[src/rtl/branch_flag_unit_pkg.sv]
// Shared encodings for the branch/flag unit: control opcodes (kept identical to the
// ALU control encoding), CCR bit positions and the sequencer state type.
package branch_flag_unit_pkg;

  localparam logic [4:0] OP_SETC = 5'd1;
  localparam logic [4:0] OP_CLRC = 5'd2;
  localparam logic [4:0] OP_JZ   = 5'd20;
  localparam logic [4:0] OP_JN   = 5'd21;
  localparam logic [4:0] OP_JC   = 5'd22;
  localparam logic [4:0] OP_JMP  = 5'd23;
  localparam logic [4:0] OP_CALL = 5'd24;
  localparam logic [4:0] OP_RET  = 5'd25;
  localparam logic [4:0] OP_RETI = 5'd26;

  localparam int FLAG_C = 0;
  localparam int FLAG_Z = 1;
  localparam int FLAG_N = 2;
  localparam int FLAG_V = 3;

  typedef enum logic [1:0] {
    ST_IDLE      = 2'd0,
    ST_RET_WAIT  = 2'd1,
    ST_RETI_WAIT = 2'd2
  } state_t;

  // Per-bit merge of ALU flag results into the current CCR.
  function automatic logic [3:0] merge_flags(input logic [3:0] ccr_q,
                                             input logic [3:0] flags,
                                             input logic [3:0] we);
    return (ccr_q & ~we) | (flags & we);
  endfunction

endpackage

[src/rtl/branch_flag_unit_cond_eval.sv]
// Combinational branch condition evaluation: decides whether a jump opcode is taken
// against the effective flags and which CCR bit the taken jump consumes.
module branch_cond_eval
  import branch_flag_unit_pkg::*;
(
  input  logic [4:0] i_op,
  input  logic [3:0] i_eff,
  output logic       o_taken,
  output logic [3:0] o_clr_mask
);

  always_comb begin
    o_taken    = 1'b0;
    o_clr_mask = 4'b0000;
    case (i_op)
      OP_JZ: begin
        o_taken            = i_eff[FLAG_Z];
        o_clr_mask[FLAG_Z] = i_eff[FLAG_Z];
      end
      OP_JN: begin
        o_taken            = i_eff[FLAG_N];
        o_clr_mask[FLAG_N] = i_eff[FLAG_N];
      end
      OP_JC: begin
        o_taken            = i_eff[FLAG_C];
        o_clr_mask[FLAG_C] = i_eff[FLAG_C];
      end
      OP_JMP:  o_taken = 1'b1;
      default: ;
    endcase
  end

endmodule

[src/rtl/branch_flag_unit.sv]
// Branch/flag unit: owns the CCR, resolves control-flow opcodes into fetch redirects,
// sequences stack push/pop for CALL/RET/interrupts and shadows the CCR for one ISR level.
module branch_flag_unit
  import branch_flag_unit_pkg::*;
#(
  parameter int                DATA_W     = 16,
  parameter logic [DATA_W-1:0] INT_VECTOR = 16'h0002
) (
  input  logic              clk,
  input  logic              reset,
  input  logic              op_valid,
  input  logic [4:0]        op,
  input  logic [DATA_W-1:0] target,
  input  logic [DATA_W-1:0] pc_next,
  input  logic [3:0]        alu_flags,
  input  logic [3:0]        alu_flags_we,
  input  logic [DATA_W-1:0] pop_data,
  input  logic              pop_valid,
  input  logic              int_req,
  output logic [3:0]        ccr,
  output logic              jump_taken,
  output logic [DATA_W-1:0] jump_addr,
  output logic              push_req,
  output logic [DATA_W-1:0] push_data,
  output logic              pop_req,
  output logic              stall,
  output logic              int_ack
);

  state_t            r_state, w_state_nxt;
  logic [3:0]        r_ccr, w_ccr_nxt;
  logic [3:0]        r_shadow, w_shadow_nxt;
  logic              r_in_isr, w_in_isr_nxt;
  logic              r_jump_taken, w_jump_taken_nxt;
  logic [DATA_W-1:0] r_jump_addr, w_jump_addr_nxt;
  logic              r_push_req, w_push_req_nxt;
  logic [DATA_W-1:0] r_push_data, w_push_data_nxt;
  logic              r_pop_req, w_pop_req_nxt;
  logic              r_int_ack, w_int_ack_nxt;

  logic [3:0]        w_eff;
  logic              w_taken;
  logic [3:0]        w_clr_mask;

  assign w_eff = merge_flags(r_ccr, alu_flags, alu_flags_we);

  branch_cond_eval u_cond (
    .i_op       (op),
    .i_eff      (w_eff),
    .o_taken    (w_taken),
    .o_clr_mask (w_clr_mask)
  );

  always_ff @(posedge clk or posedge reset) begin
    if (reset) begin
      r_state      <= ST_IDLE;
      r_ccr        <= 4'b0000;
      r_shadow     <= 4'b0000;
      r_in_isr     <= 1'b0;
      r_jump_taken <= 1'b0;
      r_jump_addr  <= '0;
      r_push_req   <= 1'b0;
      r_push_data  <= '0;
      r_pop_req    <= 1'b0;
      r_int_ack    <= 1'b0;
    end else begin
      r_state      <= w_state_nxt;
      r_ccr        <= w_ccr_nxt;
      r_shadow     <= w_shadow_nxt;
      r_in_isr     <= w_in_isr_nxt;
      r_jump_taken <= w_jump_taken_nxt;
      r_jump_addr  <= w_jump_addr_nxt;
      r_push_req   <= w_push_req_nxt;
      r_push_data  <= w_push_data_nxt;
      r_pop_req    <= w_pop_req_nxt;
      r_int_ack    <= w_int_ack_nxt;
    end
  end

  always_comb begin
    w_state_nxt      = r_state;
    w_ccr_nxt        = w_eff;
    w_shadow_nxt     = r_shadow;
    w_in_isr_nxt     = r_in_isr;
    w_jump_taken_nxt = 1'b0;
    w_jump_addr_nxt  = r_jump_addr;
    w_push_req_nxt   = 1'b0;
    w_push_data_nxt  = r_push_data;
    w_pop_req_nxt    = 1'b0;
    w_int_ack_nxt    = 1'b0;
    case (r_state)
      ST_IDLE: begin
        if (op_valid) begin
          case (op)
            OP_SETC: w_ccr_nxt[FLAG_C] = 1'b1;
            OP_CLRC: w_ccr_nxt[FLAG_C] = 1'b0;
            OP_JZ, OP_JN, OP_JC, OP_JMP: begin
              if (w_taken) begin
                w_jump_taken_nxt = 1'b1;
                w_jump_addr_nxt  = target;
                w_ccr_nxt        = w_eff & ~w_clr_mask;
              end
            end
            OP_CALL: begin
              w_push_req_nxt   = 1'b1;
              w_push_data_nxt  = pc_next;
              w_jump_taken_nxt = 1'b1;
              w_jump_addr_nxt  = target;
            end
            OP_RET: begin
              w_pop_req_nxt = 1'b1;
              w_state_nxt   = ST_RET_WAIT;
            end
            OP_RETI: begin
              w_pop_req_nxt = 1'b1;
              w_state_nxt   = ST_RETI_WAIT;
            end
            default: ;
          endcase
        end else if (int_req && !r_in_isr) begin
          // Interrupt entry: save flags, push return address, vector to the ISR.
          w_int_ack_nxt    = 1'b1;
          w_shadow_nxt     = w_eff;
          w_in_isr_nxt     = 1'b1;
          w_push_req_nxt   = 1'b1;
          w_push_data_nxt  = pc_next;
          w_jump_taken_nxt = 1'b1;
          w_jump_addr_nxt  = INT_VECTOR;
        end
      end
      ST_RET_WAIT: begin
        if (pop_valid) begin
          w_jump_taken_nxt = 1'b1;
          w_jump_addr_nxt  = pop_data;
          w_state_nxt      = ST_IDLE;
        end
      end
      ST_RETI_WAIT: begin
        if (pop_valid) begin
          w_jump_taken_nxt = 1'b1;
          w_jump_addr_nxt  = pop_data;
          w_ccr_nxt        = r_shadow;
          w_in_isr_nxt     = 1'b0;
          w_state_nxt      = ST_IDLE;
        end
      end
      default: w_state_nxt = ST_IDLE;
    endcase
  end

  assign ccr        = r_ccr;
  assign jump_taken = r_jump_taken;
  assign jump_addr  = r_jump_addr;
  assign push_req   = r_push_req;
  assign push_data  = r_push_data;
  assign pop_req    = r_pop_req;
  assign int_ack    = r_int_ack;
  assign stall      = (r_state != ST_IDLE);

endmodule

[config.mk]
export PLATFORM = sky130hd
export DESIGN_NAME = branch_flag_unit
export DESIGN_NICKNAME = d
export VERILOG_FILES = /design/src/rtl/branch_flag_unit_pkg.sv /design/src/rtl/branch_flag_unit_cond_eval.sv /design/src/rtl/branch_flag_unit.sv
export SDC_FILE = /design/constraint.sdc
export NUM_CORES = 1
export LEC_CHECK = 0
export ABC_AREA = 0
export CAP_MARGIN = 15
export CORE_MARGIN = 1
export CORE_UTILIZATION = 30
export CTS_CLUSTER_DIAMETER = 150
export CTS_CLUSTER_SIZE = 10
export DETAILED_ROUTE_END_ITERATION = 6
export GPL_ROUTABILITY_DRIVEN = 1
export PLACE_DENSITY = 0.74
export SLEW_MARGIN = 20
export SYNTH_ARGS = -nofsm -noshare
export SYNTH_HDL_FRONTEND = slang
export SYNTH_SLANG_ARGS = --single-unit
[constraint.sdc]
create_clock -name clk -period 1.9 [get_ports clk]
set_input_delay 0.285 -clock clk [delete_from_list [all_inputs] [get_ports clk]]
set_output_delay 0.285 -clock clk [all_outputs]
set_load 0.01 [all_outputs]
==> results of run 1 <==
-- cell families (layout without fill, tap and decap cells) --
logic type                 after synthesis  count (layout)  share of synthesized area
and+or+nand+nor                         71              71                      0.156
AOI/OAI and AO/OA                       60              60                      0.207
DFF                                     47              47                      0.467
buffers and inverters                   24             166                     0.0552
muxes                                   22              22                     0.0994
adders and majority gates                3               3                     0.0149
-- worst reg2reg max path, delay by kind of cell (launching register included) --
family / cells / cell delay [ns]
buffers and inverters: 4 / 0.63
and+or+nand+nor: 1 / 0.17
adders and majority gates: 1 / 0.29
DFF: 1 / 0.37
AOI/OAI and AO/OA: 2 / 0.29
-- worst paths after layout --
path	endpoint	slack [ns]	from
worst max-delay path	jump_addr[15]$_DFFE_PP0P_	0.03	alu_flags_we[0]
max in group asynchronous	r_shadow[0]$_DFFE_PP0P_	1.35	reset
worst min register to register	push_data[4]$_DFFE_PP0P_	0.50	push_data[4]$_DFFE_PP0P_
worst min-delay path	jump_addr[3]$_DFFE_PP0P_	0.34	reset
min in group clk	push_data[4]$_DFFE_PP0P_	0.50	push_data[4]$_DFFE_PP0P_
worst max register to register	jump_addr[15]$_DFFE_PP0P_	0.06	r_state[0]$_DFFE_PP0P_
-- power groups by stage --
stage / registers [mW] / clock network (mW) / logic (mW)
after floorplan: 1.87 / 0 / 1.41
after global placement: 1.70 / 0 / 2.95
after detailed placement: 1.72 / 0 / 3.02
after CTS: 1.71 / 0.752 / 3.39
after global routing: 1.77 / 0.789 / 3.69
final: 1.71 / 0.732 / 3.44
-- state kept, by name (all words and copies together), names as in the netlist --
| register | cells |
|---|---|
| jump_addr | 16 |
| r_in_isr | 1 |
| push_data | 16 |
| push_req | 1 |
| r_shadow | 4 |
| ccr | 4 |
| r_state | 2 |
| int_ack | 1 |
| pop_req | 1 |
| jump_taken | 1 |
-- metrics by stage --
stage | setup WS (ns) | utilization | power, mW | instance area, sq um
2_1_floorplan | 0.0125 | - | 3.28 | 2520
3_3_place_gp | -0.229 | 0.480 | 4.65 | 3920
3_5_place_dp | -0.330 | 0.480 | 4.75 | 3920
4_1_cts | -0.000173 | 0.512 | 5.85 | 4190
5_1_grt | -0.0274 | 0.522 | 6.25 | 4270
6_report | 0.0281 | 0.522 | 5.89 | 4270
-- metal layers --
layer  track usage  up-vias
li1              -     1122
met1         0.201     1139
met2         0.268       77
met3        0.0374        6
met4        0.0346        0
met5             0        -
-- timing repair --
action | in CTS | in global routing
cloned | 2 | 1
pin swaps | 5 | 4
setup endpoints to repair | 3 | 25
gates resized for setup | 9 | 10
hold buffers | 0 | 0
setup buffers | 7 | 5
-- layout make-up --
type | instances | area, sq um | share of cell area
repair buffers | 151 | 1570 | 0.369
multi-input cells | 156 | 1240 | 0.292
flip-flops and latches | 47 | 1180 | 0.276
well taps | 105 | 131 | 0.0308
clock buffers | 5 | 68.8 | 0.0161
clock inverters | 3 | 43.8 | 0.0103
inverters | 7 | 28.8 | 0.00674
-- cells in the final DEF (no fill, tap or decap), drive strengths merged, types with 2 or more instances in the layout --
master	netlist	final
a211oi	2	2
a21oi	10	10
a22oi	17	17
a311oi	16	16
buf	11	43
clkbuf	6	6
clkdlybuf4s50	0	100
clkinv	0	2
dfrtp	47	47
dlygate4sd2	0	3
dlymetal6s2s	0	3
ha	3	3
inv	7	7
mux2	18	18
mux2i	4	4
nand2	6	6
nand2b	3	3
nand3	2	2
nand3b	3	3
nor2	26	26
nor2b	5	5
nor3	17	17
nor3b	2	2
o21ai	6	6
o22ai	2	2
or2	2	2
or3b	2	2
==> run metrics, run 1 <==
I/O pin count=107; achievable frequency=0.534 GHz; initial core utilization=0.308; synth top area cells=dfrtp_1, mux2_2, a311oi_2; Critical Path RT=2.10 ns; floorplan core area=8180 sq um; Pre-antenna DRT Iters=6; most instantiated flip-flop cell in the synthesis netlist=dfrtp_1; Antenna Cells=0; DIE HEIGHT=93.6 um; fraction of layout instances using a drive strength above 1=0.271; Relative slew margins=0.786; Mapped Cells=227; clock skew after layout=0.00742 ns; fraction of post-synthesis cell area in the top cell type by area=0.467; final-report max-slew violation count=0; number of clock sinks=47; post-layout instance count excluding filler cells=474; Net Sw Frac=0.349; post-synthesis average cell area=11.1 sq um; Std-Cell Rows=33; Final Hold Slack=0.335 ns; master cell of the clock root buffer=clkbuf_8; number of distinct standard cells referenced by the synthesized netlist=45; highest-delay cell along the critical path=clkdlybuf4s50_1; number of remaining DRC errors=0; PD cells=1380 nW/um^2; detailed-routed wire length on met3=350 um; Setup-failing EPs final=0; total wire length after detailed routing=6.88 mm; fraction of the cycle the final worst path needs=0.985; FF+latch count, synth=47; total routing resource utilization after global routing=0.157; total internal power=3.83 mW; CP cell instances=clkdlybuf4s50_1, mux2_4, o21ai_1, a211oi_2, or2_1, buf_12, a311oi_2; combined buffer and inverter count along the critical path=2; global-route wire length before repair=10.8 mm; routed length on met2=3.41 mm; Yosys warning count=0; initial antenna violation count=0; Async S/R FF share, synth=1.00; post-synthesis cell type with the largest combined area=dfrtp_1; max-cap violation count=0; post-synthesis sequential area ratio=0.467; Iter 0 DRT Violations=113; filler cell count in the final layout=733; number of gates on the worst path with buffers counted=7; setup repair after global routing missed its margin=yes; net switching power=2.05 mW; category of the critical setup timing path=in2reg; largest fanout on the critical path=15; via count of the routed design=2344; path class of the lowest-slack min-delay path=in2async; Die Outline Area=8760 sq um; leakage=1.76 nW; Clock power frac=0.124; detailed-placement wirelength estimate=4.86 mm; cell count after placement=452; vias in the first global route=2290; startpoint kind of the worst setup timing path=input port; synth cell count leaders=dfrtp_1, nor2_1, a22oi_1; DR WL/cell=14.5 um; Max IR drop VDD=0.000648 V; Post-synth EDFFs=0; maximum number of pins on one net before global-route repair=48; length in cells of the worst reg-to-reg path=8; clock transition at the registers of the reported paths=0.09 ns; worst-case clock buffer depth=2; pin slew with the least headroom to its limit=0.314 ns; leading cell type by number of instances after synthesis=dfrtp_1; delay-heaviest family, CP=buffers and inverters; GP Congestion=0.847; clock latency on the worst-skew pair=0.30 ns; net count after synthesis=296; total clock buffers created by CTS=5; Highest Signal Layer=met4; Crit path largest cell delay=0.48 ns; number of levels in the clock H-tree=2; outcome=finished, final reports clean; endpoints failing hold=0; leftover overflow at the end of global routing=0; CTS tree=done; final layout net count=437; Post-Syn Area=2520 sq um; kind of end point of the critical path=register; number of port buffers=106; die width=93.6 um; accumulated negative setup slack=0 ns; detail-routed via count per cell=4.95; min cycle time layout=1.87 ns; portion of total power attributed to sequential cells=0.290; Routed met1 length=3.06 mm; Synth-to-Final Area Change=69.6%; power share of the combinational group=0.585; data arrival time of the critical path=2.07 ns; antenna viol nets, final=0
Note: power is estimated with default switching activity, not from simulation.
==> run 2, diff against run 1 <==
--- a/config.mk
+++ b/config.mk
@@ -9,7 +9,7 @@
 export CAP_MARGIN = 15
 export CORE_MARGIN = 1
 export CORE_UTILIZATION = 30
-export CTS_CLUSTER_DIAMETER = 150
+export CTS_CLUSTER_DIAMETER = 120
 export CTS_CLUSTER_SIZE = 10
 export DETAILED_ROUTE_END_ITERATION = 6
 export GPL_ROUTABILITY_DRIVEN = 1
==> results of run 2 <==
Same layout as run 1: the final DEF is identical, and so are final timing and power.
==> run 3, diff against run 2 <==
--- a/config.mk
+++ b/config.mk
@@ -7,14 +7,14 @@
 export LEC_CHECK = 0
 export ABC_AREA = 0
 export CAP_MARGIN = 15
+export CORE_ASPECT_RATIO = 1.5
 export CORE_MARGIN = 1
 export CORE_UTILIZATION = 30
-export CTS_CLUSTER_DIAMETER = 120
 export CTS_CLUSTER_SIZE = 10
 export DETAILED_ROUTE_END_ITERATION = 6
 export GPL_ROUTABILITY_DRIVEN = 1
 export PLACE_DENSITY = 0.74
-export SLEW_MARGIN = 20
+export SLEW_MARGIN = 30
 export SYNTH_ARGS = -nofsm -noshare
 export SYNTH_HDL_FRONTEND = slang
 export SYNTH_SLANG_ARGS = --single-unit
==> run 3 against run 2 <==
Sequential share of layout area is 0.29 points higher; non-clock buffer count is 3 lower; worst hold slack better by 0.0034 ns; setup slack better by 0.035 ns; sequential power about the same; clock skew down 0.0047 ns; combinational power fell by 4%; routed wire length shrank 2.5%; fmax is 1.9% higher; first-iteration DRC count is 19% lower; critical path depth did not move; flip-flop and latch count unchanged; critical endpoint is now jump_addr[6]$_DFFE_PP0P_; largest cell class unchanged; largest power group unchanged; highest routed layer unchanged.
==> run metrics, run 3 (synthesis gave the netlist of run 1 again) <==
min cycle time layout=1.84 ns (-0.0354 ns); post-layout utilization of the core=0.524 (+0.00203); worst-case clock buffer depth=2 (unchanged); endpoints failing hold=0 (unchanged); Clock power frac=0.151 (+0.027); path class of the lowest-slack min-delay path=in2async; Die Outline Area=8770 sq um (about the same); commonest cells after routing, fill and taps aside=clkdlybuf4s50_1, dfrtp_1, buf_4; Crit. Startpoint=alu_flags_we[0]; Std-Cell Rows=40 (+21%); DR WL/cell=14.2 um (-1.9%); power share of the combinational group=0.558 (-0.027); final-report max-slew violation count=0 (unchanged); floorplan core area=8060 sq um (-1.4%); Relative slew margins=0.759 (-0.0275); leakage=1.73 nW (-1.8%); fraction of layout instances using a drive strength above 1=0.268 (-0.00324); startpoint kind of the worst setup timing path=input port; achievable frequency=0.545 GHz (+1.9%); antenna viol nets, final=0 (unchanged); GP Congestion=0.795 (-6.1%); Net Sw Frac=0.351 (+0.00281); clock latency on the worst-skew pair=0.29 ns (about the same); setup slack at placement=-0.334 ns (-0.00467 ns); PD cells=1400 nW/um^2 (+1.2%); Iter 0 DRT Violations=91 (-19%); number of levels in the clock H-tree=2 (unchanged); largest fanout on the critical path=4 (-11); total clock buffers created by CTS=5 (unchanged); clock transition at the registers of the reported paths=0.07 ns (-0.02 ns); I/O pin count=107 (unchanged); data arrival time of the critical path=2.03 ns (-0.04 ns); register-to-register path setup slack=0.11 ns (+0.05 ns); total cell area at the placement stage=3900 sq um (-0.64%); DIE HEIGHT=114 um (+22%); clock skew after layout=0.00276 ns (-0.00466 ns); Pre-antenna DRT Iters=4 (-2); number of remaining DRC errors=0 (unchanged); total wire length after detailed routing=6.71 mm (-2.5%); total routing resource utilization after global routing=0.157 (about the same); Reg-to-Reg End=jump_addr[1]$_DFFE_PP0P_; maximum number of pins on one net before global-route repair=48 (unchanged); leftover overflow at the end of global routing=0 (unchanged); portion of total power attributed to sequential cells=0.291 (about the same); kind of end point of the critical path=register; number of port buffers=106 (unchanged); CTS tree=done; die width=76.8 um (-18%); post-layout power=5.90 mW (+0.18%); global-route wire length before repair=10.8 mm (+0.19%); Critical Path RT=2.09 ns (about the same); initial antenna violation count=0 (unchanged); total internal power=3.82 mW (-0.25%); detail-routed via count per cell=4.85 (-1.9%); Synth-to-Final Area Change=67.8%; outcome=finished, final reports clean; Max IR drop VDD=0.000611 V (-5.7%); length in cells of the worst reg-to-reg path=7 (-1); number of clock sinks=47 (unchanged); pin slew with the least headroom to its limit=0.360 ns (+0.0464 ns); count of hold-fix buffers inserted at cts=0 (unchanged); detailed-placement wirelength estimate=4.99 mm (+2.6%); Final Hold Slack=0.339 ns (+0.00343 ns); worst setup margin=0.0635 ns (+0.0354 ns); Final Cell Area=4220 sq um (-1.1%); max-cap violation count=0 (unchanged); net switching power=2.07 mW (+0.99%); category of the critical setup timing path=in2reg; Setup-failing EPs final=0 (unchanged); Antenna Cells=0 (unchanged); initial core utilization=0.312 (+0.00449); setup repair after global routing missed its margin=no; via count of the routed design=2285 (-2.5%); worst reg2reg startpoint=r_state[0]$_DFFE_PP0P_; master cell of the clock root buffer=clkbuf_16; commonest non-fill, non-tap cell in the layout=clkdlybuf4s50_1; fraction of the cycle the final worst path needs=0.967 (-0.0186); vias in the first global route=2337 (+2.1%); final layout net count=434 (-0.69%)
run 3: cell count changes in the layout (fill, tap and decap cells not counted), sizes merged:
cell and delta:
bufbuf -1, clkdlybuf4s50 +2, clkinvlp +1, bufinv -1, buf -2, dlygate4sd2 -2
run 3: stage by stage:
step | TNS, ns | std cells
4_1_cts | -0.0158 | 461
2_1_floorplan | 0 | 227
3_3_place_gp | -7.45 | 452
3_5_place_dp | -8.29 | 452
6_report | 0 | 471
5_1_grt | 0 | 471
run 3: worst max-delay path, cell delays in order:
cell	delay, ns
clkdlybuf4s50_1	0.48
mux2_4	0.31
o21ai_1	0.16
a211oi_2	0.11
or2_4	0.27
buf_4	0.16
a311oi_1	0.26
run 3: metal layers:
layer / vias to the layer above / global-route usage / routed length [um]
met5: - / 0 / 0
met4: 0 / 0.0705 / 136
met3: 14 / 0.0382 / 326
met2: 71 / 0.293 / 3700
met1: 1083 / 0.164 / 2550
li1: 1117 / - / -
run 3: repair_timing:
item,in CTS,in global routing
buffers inserted,1,8
pin swaps,0,5
gates resized for setup,7,15
cloned,0,2
endpoints found under the setup margin,12,16
run 3: worst max path at each step:
stage	slack (ns)	end	cells past startpoint
after floorplan	0.01	jump_addr[10]$_DFFE_PP0P_	8
after global placement	-0.25	jump_addr[9]$_DFFE_PP0P_	7
after detailed placement	-0.33	jump_addr[7]$_DFFE_PP0P_	7
after CTS	-0.02	jump_addr[7]$_DFFE_PP0P_	7
after global routing	0.02	jump_addr[6]$_DFFE_PP0P_	7
final	0.06	jump_addr[6]$_DFFE_PP0P_	7
run 3: final cells by class:
cell class	count	area, sq um
sequential	47	1180
clock inverter	3	25.0
fill	703	3840
timing repair buffer	148	1490
tap	105	131
inverter	7	28.8
multi-input combinational	156	1250
clock buffer	5	125
run 3: power by group through the flow:
stage          sequential [mW]  clock (mW)  combinational (mW)
2_1_floorplan             1.87           0                1.41
3_3_place_gp              1.71           0                2.89
3_5_place_dp              1.73           0                2.98
4_1_cts                   1.72       0.919                3.06
5_1_grt                   1.78       0.954                3.54
6_report                  1.72       0.892                3.29
